===== config.mk =====
export PLATFORM = sky130hd
export DESIGN_NAME = segmentos_a_binario
export DESIGN_NICKNAME = d
export VERILOG_FILES = /design/src/rtl/segmentos_a_binario.sv
export SDC_FILE = /design/constraint.sdc
export NUM_CORES = 1
export LEC_CHECK = 0
export CAP_MARGIN = 20
export CORE_UTILIZATION = 40
export DETAILED_ROUTE_END_ITERATION = 10
export HOLD_SLACK_MARGIN = 0.06
export PLACE_DENSITY_LB_ADDON = 0.05
export SYNTH_ARGS = -nofsm -noshare
export SYNTH_HDL_FRONTEND = slang
export SYNTH_SLANG_ARGS = --single-unit

===== constraint.sdc =====
create_clock -name clk -period 7.5 [get_ports clk]
set_clock_uncertainty 0.1 [all_clocks]
set_input_delay 1.125 -clock clk [delete_from_list [all_inputs] [get_ports clk]]
set_output_delay 1.125 -clock clk [all_outputs]
set_load 0.01 [all_outputs]

===== src/rtl/segmentos_a_binario.sv =====
`default_nettype none
// ============================================================================
// Module   : segmentos_a_binario
// Purpose  : Rebuilds a binary value from a frame of NUM_DIGITS 7-segment
//            digit patterns, most significant digit first. Flags illegal
//            patterns and saturates results wider than VALUE_W bits.
// Ports    : clk        - clock, rising edge
//            rst_n      - asynchronous active-low reset
//            seg_in     - segment pattern {a,b,c,d,e,f,g}, active high
//            seg_valid  - seg_in carries a digit
//            seg_ready  - a digit is accepted this cycle
//            value_out  - reconstructed value (all ones on overflow)
//            err_out    - frame contained at least one illegal pattern
//            ovf_out    - frame value did not fit in VALUE_W bits
//            out_valid  - result outputs are valid
//            out_ready  - consumer takes the result
// Options  : SEGMENTOS_BLANK_EN - when defined, the blank pattern 0000000
//            is a legal digit 0 (leading-zero suppression).
// Revision : 1.0 - initial release
// ============================================================================
module segmentos_a_binario #(
  parameter int NUM_DIGITS = 3,
  parameter int VALUE_W    = 8
) (
  input  logic               clk,
  input  logic               rst_n,
  input  logic [6:0]         seg_in,
  input  logic               seg_valid,
  output logic               seg_ready,
  output logic [VALUE_W-1:0] value_out,
  output logic               err_out,
  output logic               ovf_out,
  output logic               out_valid,
  input  logic               out_ready
);

  // A BCD-sized accumulator always holds 10^NUM_DIGITS-1, so it never wraps.
  localparam int ACC_W = 4 * NUM_DIGITS;
  localparam int CNT_W = $clog2(NUM_DIGITS + 1);
  // Overflow compare is done in a width that holds both the accumulator and
  // the output limit, whichever is wider.
  localparam int EXT_W = ((ACC_W > VALUE_W) ? ACC_W : VALUE_W) + 1;
  localparam logic [EXT_W-1:0] LIMIT = (EXT_W'(1) << VALUE_W) - EXT_W'(1);
  localparam logic [CNT_W-1:0] LAST_IDX = CNT_W'(NUM_DIGITS - 1);

  typedef enum logic [0:0] {
    COLLECT = 1'b0,
    HOLD    = 1'b1
  } state_t;

  state_t             state;
  state_t             state_next;
  logic [ACC_W-1:0]   acc;
  logic [CNT_W-1:0]   count;
  logic               err_sticky;

  logic [3:0]         digit;
  logic               illegal;
  logic [ACC_W-1:0]   acc_mac;
  logic [EXT_W-1:0]   acc_ext;
  logic               over_limit;
  logic               accept;
  logic               last_digit;
  logic               release_out;

  // Pattern decode; unknown patterns contribute 0 and raise the error.
  always_comb begin
    digit   = 4'd0;
    illegal = 1'b0;
    case (seg_in)
      7'b1111110: digit = 4'd0;
      7'b0110000: digit = 4'd1;
      7'b1101101: digit = 4'd2;
      7'b1111001: digit = 4'd3;
      7'b0110011: digit = 4'd4;
      7'b1011011: digit = 4'd5;
      7'b1011111: digit = 4'd6;
      7'b1110000: digit = 4'd7;
      7'b1111111: digit = 4'd8;
      7'b1111011: digit = 4'd9;
`ifdef SEGMENTOS_BLANK_EN
      7'b0000000: digit = 4'd0;
`endif
      default:    illegal = 1'b1;
    endcase
  end

  // acc*10 + digit written as shifts to keep the multiply cheap.
  assign acc_mac     = (acc << 3) + (acc << 1) + ACC_W'(digit);
  assign acc_ext     = EXT_W'(acc_mac);
  assign over_limit  = (acc_ext > LIMIT);
  assign accept      = seg_valid && seg_ready;
  assign last_digit  = accept && (count == LAST_IDX);
  assign release_out = out_valid && out_ready;

  always_comb begin
    state_next = state;
    case (state)
      COLLECT: if (last_digit)  state_next = HOLD;
      HOLD:    if (release_out) state_next = COLLECT;
      default:                  state_next = COLLECT;
    endcase
  end

  always_ff @(posedge clk or negedge rst_n) begin
    if (!rst_n) begin
      state <= COLLECT;
    end else begin
      state <= state_next;
    end
  end

  // Handshake flags follow the next state so both stay registered; after
  // reset seg_ready comes up on the first edge.
  always_ff @(posedge clk or negedge rst_n) begin
    if (!rst_n) begin
      seg_ready <= 1'b0;
      out_valid <= 1'b0;
    end else begin
      seg_ready <= (state_next == COLLECT);
      out_valid <= (state_next == HOLD);
    end
  end

  always_ff @(posedge clk or negedge rst_n) begin
    if (!rst_n) begin
      acc        <= '0;
      count      <= '0;
      err_sticky <= 1'b0;
      value_out  <= '0;
      err_out    <= 1'b0;
      ovf_out    <= 1'b0;
    end else begin
      if ((state == COLLECT) && accept) begin
        acc        <= acc_mac;
        count      <= count + CNT_W'(1);
        err_sticky <= err_sticky | illegal;
        if (last_digit) begin
          value_out <= over_limit ? {VALUE_W{1'b1}} : VALUE_W'(acc_mac);
          ovf_out   <= over_limit;
          err_out   <= err_sticky | illegal;
        end
      end
      // Frame state clears on result acceptance; result registers keep
      // their last contents while out_valid is low.
      if ((state == HOLD) && release_out) begin
        acc        <= '0;
        count      <= '0;
        err_sticky <= 1'b0;
      end
    end
  end

endmodule
`default_nettype wire


=== After elaboration in Yosys (flattened, before gate mapping) ===
Cells that the tools add are included.

* $add $sub $neg: 3
* Multiply operators: 0
* Divide/modulo/power cells: 0
* $lt $le $gt $ge: 1
* Equal/unequal tests: 11
* Shift-type cells: 0
* Muxes and demuxes: 12
* Bitwise logic cells: 3
* Reduce and logical (&&, ||, !) cells: 8

{| class="wikitable"
|+ Operators by type and width
! operator !! count
|-
| 7-bit == test (second input constant) || 8
|-
| 4-bit case mux with 9 select lines || 1
|-
| 11-bit 2-to-1 mux || 2
|-
| 7-bit by 6-bit == test with 1-bit output (second input constant) || 2
|-
| 12-bit adder || 1
|-
| 12-bit by 4-bit adder with 12-bit output || 1
|-
| 12-bit by 8-bit > comparator with 1-bit output (second input constant) || 1
|-
| 10-bit OR reduction || 1
|-
| 8-bit 2-to-1 mux || 1
|-
| 1-bit logical AND || 5
|-
| 1-bit 2-to-1 mux || 5
|-
| 2-bit 2-to-1 mux || 2
|-
| 2-bit by 1-bit adder with 2-bit output (second input constant) || 1
|-
| 2-bit == test (second input constant) || 1
|-
| 1-bit NOT || 2
|-
| 1-bit case mux with 2 select lines || 1
|-
| 2-bit AND reduction || 1
|-
| 2-bit nonzero test || 1
|-
| 1-bit OR || 1
|}

* Flip-flop bits (word level): 26
* Bits in latches: 0
* RAM bits: 0
* Bits in read-only memories: 0
* Bits of input ports: 11
* Output and inout port bits: 12
* Word-level logic and storage cells: 46
* Memories: 0

=== Logic depth before layout (Yosys ltp) ===
* Depth after elaboration: 6
* Gate-level depth with buffers: 15
* Mapped depth without buffers: 14

=== Worst setup path after synthesis ===
No wires, ideal clock.

* Kind: input -> register
* Start: input port seg_in[6]
* End: register value_out[0]
* Setup time: 0.121 ns
* Arrival time: 3.742 ns
* Data required time: 7.279 ns
* Setup slack: 3.537 ns
* Cell stages on the path: 12
* Path buffers: 1
* Cell sequence: clkbuf_1 > nand2_1 > or3_1 > fa_1 > inv_1 > ha_1 > a211oi_2 > o21ai_2 > nor3b_2 > nor4_4 > nand4_4 > o22a_1

* Cells in the longest elaborated chain, start to end: 5
* Elaborated cells between the ends (all ways): 13
* Those cells by class: 1 x add/sub; 1 x order compare; 9 x eq/ne; 2 x mux

{| class="wikitable"
|+ RTL lines
! what !! RTL line !! RTL
|-
| start: declaration || 27 || <nowiki>input logic [6:0] seg_in,</nowiki>
|-
| 7-bit == test or 7-bit by 6-bit == test with 1-bit output (tied branches) || 70 || <nowiki>case (seg_in)</nowiki>
|-
| 4-bit case mux with 9 select lines (*) || 70 ||
|-
| 12-bit by 4-bit adder with 12-bit output (*) || 89 || <nowiki>assign acc_mac = (acc << 3) + (acc << 1) + ACC_W'(digit);</nowiki>
|-
| 12-bit by 8-bit > comparator with 1-bit output || 91 || <nowiki>assign over_limit = (acc_ext > LIMIT);</nowiki>
|-
| 8-bit 2-to-1 mux (*) || 139 || <nowiki>value_out <= over_limit ? {VALUE_W{1'b1}} : VALUE_W'(acc_mac);</nowiki>
|-
| end signal: assignment || 139 ||
|-
| end: declaration || 30 || <nowiki>output logic [VALUE_W-1:0] value_out,</nowiki>
|}

Mark *: on every way between the ends. The rest lies on a longest branch, timed or not.
A chain may end at the register's enable or synchronous reset.

=== Worst setup path in the final report ===
* Start: input port seg_in[1]
* End: register value_out[2]

Same word-level chain as after synthesis.

==> impl_metrics.json <==
{
  "status": "finished clean",
  "finalNetCount": 230,
  "die_area_mm2": 0.00475,
  "crit_required_ns": 7.57,
  "cts_resized": 0,
  "fmax_mhz": 225,
  "critPathMaxFanout": 9,
  "grt_pass1_wl_mm": 6.19,
  "route.vias.total": 1399,
  "cts_max_path_buffers": 2,
  "setup-violations-final": 0,
  "max-cap-violations": 0,
  "dpl.cell_count": 243,
  "yosys_warnings": 0,
  "syn_area_per_cell_um2": 10.2,
  "synth_xor_area_frac": 0.0342,
  "min-delay-path-class": "register to register",
  "slowest_delay_ns": 0.58,
  "ys_ff_latch": 26,
  "yosysMostFrequentCell": "dfrtp_1",
  "synthesis.nets": 207,
  "yosys.cell_types.count": 46,
  "synth-compound-area-share": 0.254,
  "antenna_found_initial": 0,
  "clock_sinks": 26,
  "gp_congestion": 0.914,
  "post-route-drc-count": 0,
  "clk-insertion-delay-late_ns": 0.27,
  "ios": 23,
  "yosys.area.top_type": "dfrtp_1",
  "ctsHoldBuffers": 0,
  "critPathLaunchType": "input pin",
  "fin_area_mm2": 0.00213,
  "setup_tns_ns": 0,
  "comb_power_share": 0.564,
  "avgRoutedWirePerCell_um": 15.6,
  "multi_input_area_mm2": 0.00107,
  "synthArstFlopShare": 1.00,
  "power_density_mw_per_mm2": 355,
  "drt-total-wl_mm": 3.85,
  "internal_power_uw": 443,
  "synthAdderAreaFrac": 0.155,
  "portBuffers": 22,
  "core_area_mm2": 0.00414,
  "hold_viol": 0,
  "area_delta_synth_final_pct": 18.9,
  "diodes": 0,
  "final_layout_size_suffix_gt1_frac": 0.0914,
  "regArea_um2": 651,
  "path_cells": "clkdlybuf4s50_1 > nand2_1 > or3_1 > fa_1 > inv_1 > ha_1 > a211oi_2 > o21ai_2 > nor3b_2 > nor4_4 > nand4_4 > o22a_1",
  "seq_power_share": 0.317,
  "placed_area_mm2": 0.00207,
  "synth_top_family_by_area": "compound AO/OA/AOI/OAI gates",
  "dp_hpwl_mm": 3.03,
  "max-vdd-ir-drop_uv": 208,
  "ys_seq_area_frac": 0.363,
  "relSlewSlack": 0.302,
  "swShare": 0.414,
  "final_core_util": 0.514,
  "whs_ns": 0.393,
  "die_w_um": 68.9,
  "synth_common_cells": "dfrtp_1, nand2_1, ha_1",
  "cp-end-kind": "register",
  "syn_inst": 175,
  "cts_tree": "yes",
  "p_leak_nw": 0.916,
  "clockPowerShare": 0.120,
  "synth_edf_count": 0,
  "cp_slowest_cell": "clkdlybuf4s50_1",
  "period_minus_slack_ns": 4.44,
  "rsz0062_at_grt": "false",
  "yosys-top-cells-area": "dfrtp_1, ha_1, nand2_1",
  "critPathKind": "input pin to register",
  "cts_buffers": 3,
  "slew_viol_final": 0,
  "synth_simple_gate_area_share": 0.147,
  "post-route-period-util": 0.592,
  "start_util": 0.432,
  "arrival_ns": 4.51,
  "grt_overflow": 0,
  "synthesis.area_mm2": 0.00179,
  "clockRootBuffer": "clkbuf_8",
  "viasPerCell": 5.66,
  "fillers": 397,
  "drt-initial-drc-count": 45,
  "synth_ff_type": "dfrtp_1",
  "h-tree-depth": 1,
  "grt_max_degree": 19,
  "synthMuxAreaShare": 0.00839,
  "synth_top_area_frac": 0.363,
  "final_cells": 247,
  "drtPass1Iterations": 4,
  "post_cts_buffers": 0,
  "p_sw_uw": 313,
  "clkTransAtPathRegs_ns": 0.09,
  "num_rows": 23,
  "ant_nets": 0,
  "dieHeight_um": 68.9,
  "track_usage": 0.178,
  "first_global_vias": 1301,
  "worst_slew_pin_slew_ns": 1.05
}
## state kept, by name, summed over array words and instances (netlist names)
signal and count:
acc 11, value_out 8, count 2, err_out 1
err_sticky 1, out_valid 1, ovf_out 1, seg_ready 1
## stage by stage
step | worst slack (ns) | total power, mW
after floorplan | 3.54 | 0.531
after global placement | 2.86 | 0.656
after detailed placement | 2.77 | 0.664
after CTS | 3.04 | 0.760
after global routing | 2.92 | 0.812
final | 3.06 | 0.756
## critical path: cells and delay by family
family / cells / cell delay, ns
buf+inv: 2 / 0.64
simple gates: 5 / 1.28
compound gates: 3 / 0.59
fa+ha+maj: 2 / 0.86
## path summary, 6_finish.rpt
path / startpoint / to / slack, ns / depth (start not counted)
worst max-delay path: seg_in[1] / value_out[2]$_DFFE_PN0P_ / 3.06 / 12
worst min-delay path: acc[9]$_DFFE_PN0P_ / acc[9]$_DFFE_PN0P_ / 0.39 / 2
worst max register to register: acc[0]$_DFFE_PN0P_ / value_out[2]$_DFFE_PN0P_ / 4.51 / 10
worst min register to register: acc[9]$_DFFE_PN0P_ / acc[9]$_DFFE_PN0P_ / 0.39 / 2
max in group asynchronous: rst_n / acc[9]$_DFFE_PN0P_ / 5.76 / 2
min in group asynchronous: rst_n / err_out$_DFFE_PN0P_ / 1.08 / 1
## cell families after synthesis
group           count (synthesis)
flops                          26
compound gates                 58
buf+inv                        16
simple gates                   46
mux                             1
xor+xnor                        7
fa+ha+maj                      21
## cell usage in the layout, fill, tap and decap left out, types with 3 or more instances in the layout
cell	count
dfrtp_1	26
clkbuf_8	4
a21oi_1	9
xnor2_1	5
nor2_1	9
o21a_1	4
o21ai_0	8
nand2_1	20
clkdlybuf4s50_1	22
a21o_1	3
o22a_1	8
o22ai_1	3
inv_1	11
ha_1	19
a22o_1	8
## per-layer routing
metal | share of wire | track usage
met1 | 0.51 | 0.262
met2 | 0.46 | 0.273
met3 | 0.018 | 0.0148
met4 | 0.012 | 0.0612
met5 | 0 | 0
## cell type report
class | count | share of cell area
clock buffers | 4 | 0.0259
inverters | 11 | 0.0194
repair buffers | 23 | 0.116
well taps | 50 | 0.0294
flip-flops and latches | 26 | 0.306
multi-input cells | 133 | 0.504
## power groups by stage
stage	clock, mW	combinational (mW)	sequential (mW)
final	0.0905	0.426	0.239
after global placement	0	0.416	0.241
after CTS	0.0911	0.428	0.240
after floorplan	0	0.284	0.246
after detailed placement	0	0.422	0.242
after global routing	0.0957	0.469	0.247
No activity file was read; power rests on OpenSTA's default activity.
